File: src/rtl/stream_pkg.sv
// Shared types and helpers for the stream arbiter.
package stream_pkg;

    typedef enum logic [1:0] {
        ST_IDLE,
        ST_SEND,
        ST_FLUSH
    } stream_arb_st_t;

    // Narrowest counter we ever build, even when only one value is needed.
    localparam int MIN_IDX_W = 1;

    // Width of an index that counts 0..n-1.
    function automatic int idx_w(input int n);
        return (n <= 2) ? MIN_IDX_W : $clog2(n);
    endfunction

endpackage

File: src/rtl/rr_pick.sv
// Round-robin picker: first active request at or after the pointer, wrapping.
module rr_pick
    import stream_pkg::*;
#(
    parameter int N  = 4,
    parameter int PW = idx_w(N)
) (
    input  logic [N-1:0]  req,
    input  logic [PW-1:0] ptr,
    output logic [N-1:0]  pick,
    output logic [PW-1:0] idx,
    output logic          any
);

    int            pos;
    logic [PW-1:0] pos_w;

    // Scan every position once starting at ptr; the first hit wins.
    always_comb begin
        pick  = '0;
        idx   = '0;
        any   = 1'b0;
        pos   = 0;
        pos_w = '0;
        for (int k = 0; k < N; k++) begin
            pos   = (int'(ptr) + k) % N;
            pos_w = PW'(pos);
            if (!any && req[pos_w]) begin
                pick[pos_w] = 1'b1;
                idx         = pos_w;
                any         = 1'b1;
            end
        end
    end

endmodule

File: src/rtl/stream_arb.sv
// Round-robin arbiter pulling fixed-length bursts from several sources onto one AXI-Stream master.
module stream_arb
    import stream_pkg::*;
#(
    parameter  int REQNUM = 4,
    parameter  int DW     = 32,
    parameter  int BEATS  = 4,
    localparam int BW     = idx_w(BEATS),
    localparam int PW     = idx_w(REQNUM)
) (
    input  logic                 clk,
    input  logic                 rst_n,
    input  logic [REQNUM-1:0]    req,
    input  logic [REQNUM*DW-1:0] src_d,
    output logic [REQNUM-1:0]    gnt,
    output logic                 rd_v,
    output logic [BW-1:0]        rd_i,
    output logic [REQNUM-1:0]    done,
    input  logic                 dst_ready,
    output logic                 dst_valid,
    output logic [DW-1:0]        dst_data,
    output logic                 dst_last
);

    localparam logic [BW-1:0] LAST_BEAT = BW'(BEATS - 1);
    localparam logic [PW-1:0] LAST_SRC  = PW'(REQNUM - 1);

    stream_arb_st_t    state, state_n;
    logic [PW-1:0]     ptr, gidx, pick_idx;
    logic [REQNUM-1:0] pick;
    logic              pick_any;
    logic [BW-1:0]     beat;
    logic              adv, last_beat;
    logic              take, issue, finish;

    rr_pick #(
        .N  (REQNUM),
        .PW (PW)
    ) u_pick (
        .req  (req),
        .ptr  (ptr),
        .pick (pick),
        .idx  (pick_idx),
        .any  (pick_any)
    );

    // The output slot can accept a new word when it is empty or being drained this cycle.
    assign adv       = !dst_valid || dst_ready;
    assign last_beat = (beat == LAST_BEAT);
    assign rd_i      = beat;
    assign rd_v      = issue;

    // State register.
    always_ff @(posedge clk or negedge rst_n) begin
        if (!rst_n) state <= ST_IDLE;
        else        state <= state_n;
    end

    // Next state plus the one-cycle control strobes that drive the datapath.
    always_comb begin
        state_n = state;
        take    = 1'b0;
        issue   = 1'b0;
        finish  = 1'b0;
        unique case (state)
            ST_IDLE: begin
                if (pick_any) begin
                    take    = 1'b1;
                    state_n = ST_SEND;
                end
            end
            ST_SEND: begin
                if (adv) begin
                    issue = 1'b1;
                    if (last_beat) state_n = ST_FLUSH;
                end
            end
            ST_FLUSH: begin
                if (dst_valid && dst_ready && dst_last) begin
                    finish  = 1'b1;
                    state_n = ST_IDLE;
                end
            end
            default: state_n = ST_IDLE;
        endcase
    end

    // Grant, beat counter, done pulse and rotation pointer.
    always_ff @(posedge clk or negedge rst_n) begin
        if (!rst_n) begin
            gnt  <= '0;
            gidx <= '0;
            ptr  <= '0;
            beat <= '0;
            done <= '0;
        end else begin
            done <= '0;
            if (take) begin
                gnt  <= pick;
                gidx <= pick_idx;
                beat <= '0;
            end
            if (issue) beat <= last_beat ? '0 : beat + 1'b1;
            if (finish) begin
                gnt  <= '0;
                done <= gnt;
                ptr  <= (gidx == LAST_SRC) ? '0 : gidx + 1'b1;
            end
        end
    end

    // Output register: loads only when the slot can advance, so it holds steady under backpressure.
    always_ff @(posedge clk or negedge rst_n) begin
        if (!rst_n) begin
            dst_valid <= 1'b0;
            dst_data  <= '0;
            dst_last  <= 1'b0;
        end else if (issue) begin
            dst_valid <= 1'b1;
            dst_data  <= src_d[gidx*DW +: DW];
            dst_last  <= last_beat;
        end else if (finish) begin
            dst_valid <= 1'b0;
            dst_last  <= 1'b0;
        end
    end

endmodule

File: config.mk
export PLATFORM = sky130hd
export DESIGN_NAME = stream_arb
export DESIGN_NICKNAME = d
export VERILOG_FILES = /design/src/rtl/stream_pkg.sv /design/src/rtl/rr_pick.sv /design/src/rtl/stream_arb.sv
export SDC_FILE = /design/constraint.sdc
export NUM_CORES = 1
export LEC_CHECK = 0
export CORE_MARGIN = 2
export CORE_UTILIZATION = 43
export DETAILED_ROUTE_END_ITERATION = 10
export GPL_TIMING_DRIVEN = 0
export PLACE_DENSITY = 0.95
export SETUP_SLACK_MARGIN = 0.1
export SLEW_MARGIN = 10
export SYNTH_ARGS = -nofsm -noshare
export SYNTH_HDL_FRONTEND = slang
export SYNTH_SLANG_ARGS = --single-unit
File: constraint.sdc
create_clock -name clk -period 4.2 [get_ports clk]
set_clock_uncertainty 0.05 [all_clocks]
set_input_delay 0.63 -clock clk [delete_from_list [all_inputs] [get_ports clk]]
set_output_delay 0.63 -clock clk [all_outputs]
set_load 0.005 [all_outputs]
== After elaboration in Yosys (flattened, before gate mapping) ==
Index checks and enable logic that the tools add are counted.
Storage, ports and cells
  register bits: 50
  input port bits: 135
  output and inout bits: 45
  logic and storage cells: 102
Cells by class
  add/subtract/negate cells: 5
  magnitude comparators: 8
  equal/unequal tests: 8
  shift operators: 1
  multiplexer cells: 49
  bitwise operators: 3
  reductions and logical operators: 19
Operators by type and width (count)
  128-bit by 8-bit indexed part select with 32-bit output: 1
  4-bit 2-to-1 mux: 7
  2-bit 2-to-1 mux: 12
  1-bit 2-to-1 mux: 21
  2-bit by 3-bit < comparator with 1-bit output, second input constant: 4
  4-bit OR: 3
  1-bit logical AND: 9
  1-bit binary-select mux with 2-bit select: 4
  1-bit demux with 2-bit select: 4
  2-bit by 1-bit >= comparator with 1-bit output, second input constant: 4
  2-bit != test, second input constant: 4
  2-bit by 1-bit adder with 2-bit output, second input constant: 3
  2-bit == test, second input constant: 3
  2-bit case mux with 3 select lines: 1
  2-bit nonzero test: 3
  2-bit adder, second input constant: 2
  1-bit zero test: 4
  4-bit AND reduction: 1
  2-bit by 1-bit == test with 1-bit output, second input constant: 1
  2-bit zero test: 1
  1-bit logical OR: 1

== Depth between registers and ports, before layout ==
  depth after elaboration: 16
  gate-level depth with buffers: 10
  gate-level depth less buffers: 7

== Cells and area by module ==
A second synthesis with hierarchy kept.
Second synthesis, totals
  cell total of the unflattened synthesis: 216
  area total of the unflattened synthesis: 3238.1 um^2
Modules (own cells, without submodules)
  stream_arb: instances 1, cells each 171, area an instance 2819.0 um^2, seq. area each 1251.2 um^2
  rr_pick: instances 1, cells each 45, area an instance 419.2 um^2, seq. area each 0.0 um^2

== Worst setup path before layout ==
Ideal clock, no wire load.
  path kind: reg2reg
  start: register ptr[1]
  end: register beat[0], in the netlist rd_i[0]
  setup time: 0.095 ns
  arrival: 2.729 ns
  data required time: 4.055 ns
  setup slack: 1.325 ns
  stages on the path, launching flop included: 11
  path buffers: 3
  clock period less this slack: 2.875 ns
  cell sequence: dfrtp_1 > clkbuf_1 > inv_1 > ha_1 > buf_2 > mux4_2 > or2_4 > o31ai_4 > buf_6 > nand3_2 > o31ai_1
On the way
  cells in the longest elaborated chain, start to end: 15
  elaborated cells between the ends (all ways): 24
  classes of those cells: add/sub: 3; mux: 14; reduce/logical: 7
Ends and longest elaborated chain
  from (decl): RTL line stream_arb.sv:29  | logic [PW-1:0] ptr, gidx, pick_idx;
  from (signal assigned): RTL line stream_arb.sv:107  | ptr <= (gidx == LAST_SRC) ? '0 : gidx + 1'b1;
  parallel branches: the longest is 11 deep, another holds 2-bit by 1-bit adder with 2-bit output
  1-bit 2-to-1 mux (*): RTL line rr_pick.sv:28  | if (!any && req[pos_w]) begin
  1-bit 2-to-1 mux (*): RTL line stream_arb.sv:67  | if (pick_any) begin
  1-bit 2-to-1 mux (*): RTL line stream_arb.sv:65  | unique case (state)
  2-bit nonzero test (no line) (*)
  to (signal assigned): RTL line stream_arb.sv:103  | if (issue) beat <= last_beat ? '0 : beat + 1'b1;
  to (decl): RTL line stream_arb.sv:32  | logic [BW-1:0] beat;
Mark *: on every way between the ends. The select of a mux whose other input is x is not followed.
A chain may end at the register's enable or synchronous reset.

== Worst setup path in the final report ==
  start: input dst_ready
  end: output rd_v
On the way
  cells in the longest elaborated chain, start to end: 3
Ends and longest elaborated chain
  from (decl): RTL line stream_arb.sv:19  | input logic dst_ready,
  1-bit logical OR: RTL line stream_arb.sv:48  | assign adv = !dst_valid || dst_ready;
  1-bit 2-to-1 mux: RTL line stream_arb.sv:73  | if (adv) begin
  1-bit 2-to-1 mux: RTL line stream_arb.sv:65
  to (decl): RTL line stream_arb.sv:16  | output logic rd_v,
Every way passes these cells.

==> results by group <==
Power and ir drop
  – Clock power frac: 11.7%
  – Final Power: roughly 0.0028 W
  – Sw Ratio: about 36%
  – Register share of total power: between 20% and 30%
  – P_sw: approximately 0.001 W
  – Peak supply drop: about 0.00023 V
  – PwrDens: approximately 530 nW/µm²
  – Lkg Pwr: between 2 and 2.5 nW
  – Comb pwr share: 59.5%
  – Internal: between 0.0015 and 0.002 W

Routing
  – DR vias/cell: 5.50
  – Post-route ant nets: 0
  – DR top layer: met4
  – Met1 wire length: 3960 µm
  – DRC: 0
  – Metal3 WL: between 700 and 800 µm
  – Final wirelength: 10600 µm
  – Wire length per cell: 17.2 µm
  – 1st-iter DRT viols: approximately 120
  – Via count: 3380
  – DR WL met2: between 5000 and 6000 µm
  – Router iterations before antenna repair: 4

Logic synthesis
  – Synth Instances: 325
  – Post-synth EDFFs: 0
  – Synthesized area: roughly 3400 µm²
  – Library cells used by synthesis: 42
  – Seq/Total Area, Yosys: 37.2%
  – Ys flop type: dfrtp_1
  – Syn_area_per_cell: ~10 µm²
  – Syn_nets: 470
  – #FFs+latches synth: 50
  – Ys async rst share: 100%
  – YS warnings: 0

Floorplan
  – Initial Util: about 44%
  – Placement Rows: 32
  – Die width: between 90 and 100 µm
  – Core Region: 7650 µm²
  – Die Area: approximately 8500 µm²
  – I/O pin cnt: between 150 and 200
  – Overall die height: between 90 and 100 µm

Critical path
  – Worst Path Required: 3520 ps
  – Worst reg2reg endpoint: rd_i[0]$_DFFE_PN0P_
  – Critical path capture point type: primary output
  – Crit-path cells: clkdlybuf4s50_1, inv_1, a21oi_1, nand2_1, clkinv_1, clkbuf_1, clkdlybuf4s50_1
  – Crit path DAT: 2700 ps
  – Crit-path leading delay family: buffers and inverters
  – CP peak stage delay: 580 ps
  – WP buf/inv: 5
  – CP max stage cell: clkdlybuf4s50_1
  – Most frequent CP cell: clkdlybuf4s50_1
  – R2R cell count: 10
  – Worst-path fanout max: 10
  – R2R Setup Slk: a little under 900 ps
  – Critical path class: input pin to primary output
  – RR Startpoint: ptr[1]$_DFFE_PN0P_
  – Startpoint Class: input pin

Clock tree
  – # Post-CTS Setup Buffers: 0
  – Latest clock arrival within the worst-skew pair: between 200 and 300 ps
  – CTS tree: done
  – TritonCTS buffer count: 5
  – TritonCTS sink count: 50
  – CTS max path bufs: 2
  – Post-cts resize count: 0
  – Clk slew on worst S/H paths: roughly 90 ps
  – Clk root buf: clkbuf_8
  – Cts hold-fix bufs: 0
  – H-tree levels: 2

Final layout
  – Fillcell total: approximately 540
  – Ant diodes: 0
  – Synthesis-to-finish area growth: 60.5%
  – Final #Nets: 656
  – Final instance area: between 5000 and 6000 µm²
  – Share of layout cells above drive strength 1: between 10% and 20%

Timing
  – Fmax: ~300 MHz
  – Final min period: between 3000 and 4000 ps
  – Hold slack final: roughly 280 ps
  – Slew Viols, Final: 0
  – RSZ-0062 raised after global routing: false
  – Fin. Hold Viols: 0
  – Final setup viols: 0
  – Slew of the pin with the lowest slew margin: around 630 ps
  – Period utilization: between 80% and 90%
  – Setup_tns: 0 ps
  – Slew headroom: between 50% and 60%

Global route
  – GR Overflow Total: 0
  – Vias in the first global route: roughly 3.3k
  – Initial antenna violation count: 0
  – Largest net degree at the start of global routing: 28
  – Total track usage: a little under a quarter
  – First-pass GRT wire length: 16400 µm

Placement
  – Dpl hpwl: around 8600 µm
  – Placed Instance Area: approximately 5300 µm²
  – GPL Wtd Cong: between 0.8 and 0.9
  – Number of I/O port buffers: roughly 180

Run status
  – Outcome: complete, no violations

Hold path
  – HP Class: input pin to asynchronous set/reset pin

Run
  – Max-Cap Viols: 0
metrics by stage:
stage               setup slack [ps]  instances  utilization (%)
CTS                              807        614             70.5
global route                     690        614             70.5
detailed placement               823        606             69.1
finish                           821        614             70.5
global placement                 875        605             68.9
floorplan                       1330        325                -
Yosys cell counts (2+ instances only):
library cell	instances	area share (%)
nor2_1	7	0.78
buf_6	2	0.67
mux2i_1	10	3.0
and3_1	2	0.37
nand2b_1	5	0.93
a221o_1	3	0.89
ha_1	10	3.7
buf_2	4	0.60
nor3_1	2	0.30
a31o_2	3	0.78
mux2_2	2	0.67
clkbuf_1	16	1.8
nor2b_1	3	0.56
a221oi_1	3	0.78
nand3_2	3	0.89
a32o_1	2	0.60
nand3_1	2	0.30
o21ai_0	8	1.2
mux4_2	34	23
inv_1	4	0.45
or2b_1	3	0.67
o22ai_1	4	0.74
a21oi_1	5	0.74
o211ai_1	2	0.45
buf_4	2	0.45
nand3b_1	2	0.45
nand2_1	114	13
and2_1	4	0.74
a2bb2oi_1	2	0.52
dfrtp_1	50	37
metal layers:
layer | vias to the layer above | global-route usage [%]
li1 | 1540 | -
met1 | 1657 | 29.2
met2 | 166 | 44.5
met3 | 17 | 4.15
met4 | 0 | 4.98
met5 | - | 0
final cells by class:
cell class	count	area, µm²	area share (%)
clock buffer	6	72.6	1.35
clock inverter	2	37.5	0.696
sequential	50	1250	23.2
inverter	5	18.8	0.348
tap	102	128	2.37
buffer	24	118	2.18
multi-input combinational	246	1970	36.6
timing repair buffer	179	1800	33.3
worst max-delay path by stage:
| stage | start | to | slack, ps | depth (start not counted) |
|---|---|---|---|---|
| 2_1_floorplan | ptr[1]$_DFFE_PN0P_ | rd_i[0]$_DFFE_PN0P_ | 1330 | 10 |
| 3_3_place_gp | dst_ready | rd_v | 880 | 7 |
| 3_5_place_dp | dst_ready | rd_v | 820 | 7 |
| 4_1_cts | dst_ready | rd_v | 810 | 7 |
| 5_1_grt | ptr[1]$_DFFE_PN0P_ | rd_i[0]$_DFFE_PN0P_ | 690 | 10 |
| 6_report | dst_ready | rd_v | 820 | 7 |
sequential cells by signal, indices dropped and copies added, names as in the netlist:
register   cells
done           4
dst_data      32
dst_last       1
dst_valid      1
gidx           2
gnt            4
ptr            2
rd_i           2
state          2
power by group through the flow:
stage          combinational (W)  sequential, W  clock (W)
2_1_floorplan           0.000938       0.000826          0
3_3_place_gp             0.00164       0.000816          0
3_5_place_dp             0.00170       0.000826          0
4_1_cts                  0.00170       0.000819   0.000342
5_1_grt                  0.00184       0.000847   0.000359
6_report                 0.00169       0.000818   0.000334
logic make-up after synthesis:
family	after synthesis	share of synthesized area, %
buffers and inverters	29	4.06
muxes	46	26.4
DFF	50	37.2
adders and majority gates	10	3.72
AOI/OAI and AO/OA	39	8.82
and+or+nand+nor	151	19.7
worst register-to-register path, cell delays in order (launching register included):
cell and delay (ps):
dfrtp_1 470, clkbuf_1 360, inv_1 260, ha_1 330, buf_2 240, mux4_2 550
or2_4 270, o31ai_4 330, buf_6 210, nand3_2 80, o31ai_1 80
cell usage in the layout, fill, tap and decap left out, types with 4 or more instances in the layout:
cell type and n:
and2_1 4, nand2_1 114, inv_1 4, clkbuf_8 5, mux2i_1 10, o22ai_1 4
mux4_2 34, buf_2 5, nand2b_1 5, clkbuf_1 17, a21oi_1 5, ha_1 10
o21ai_0 8, clkdlybuf4s50_1 177, nor2_1 7, dfrtp_1 50
Note: power is estimated with default switching activity, not from simulation.
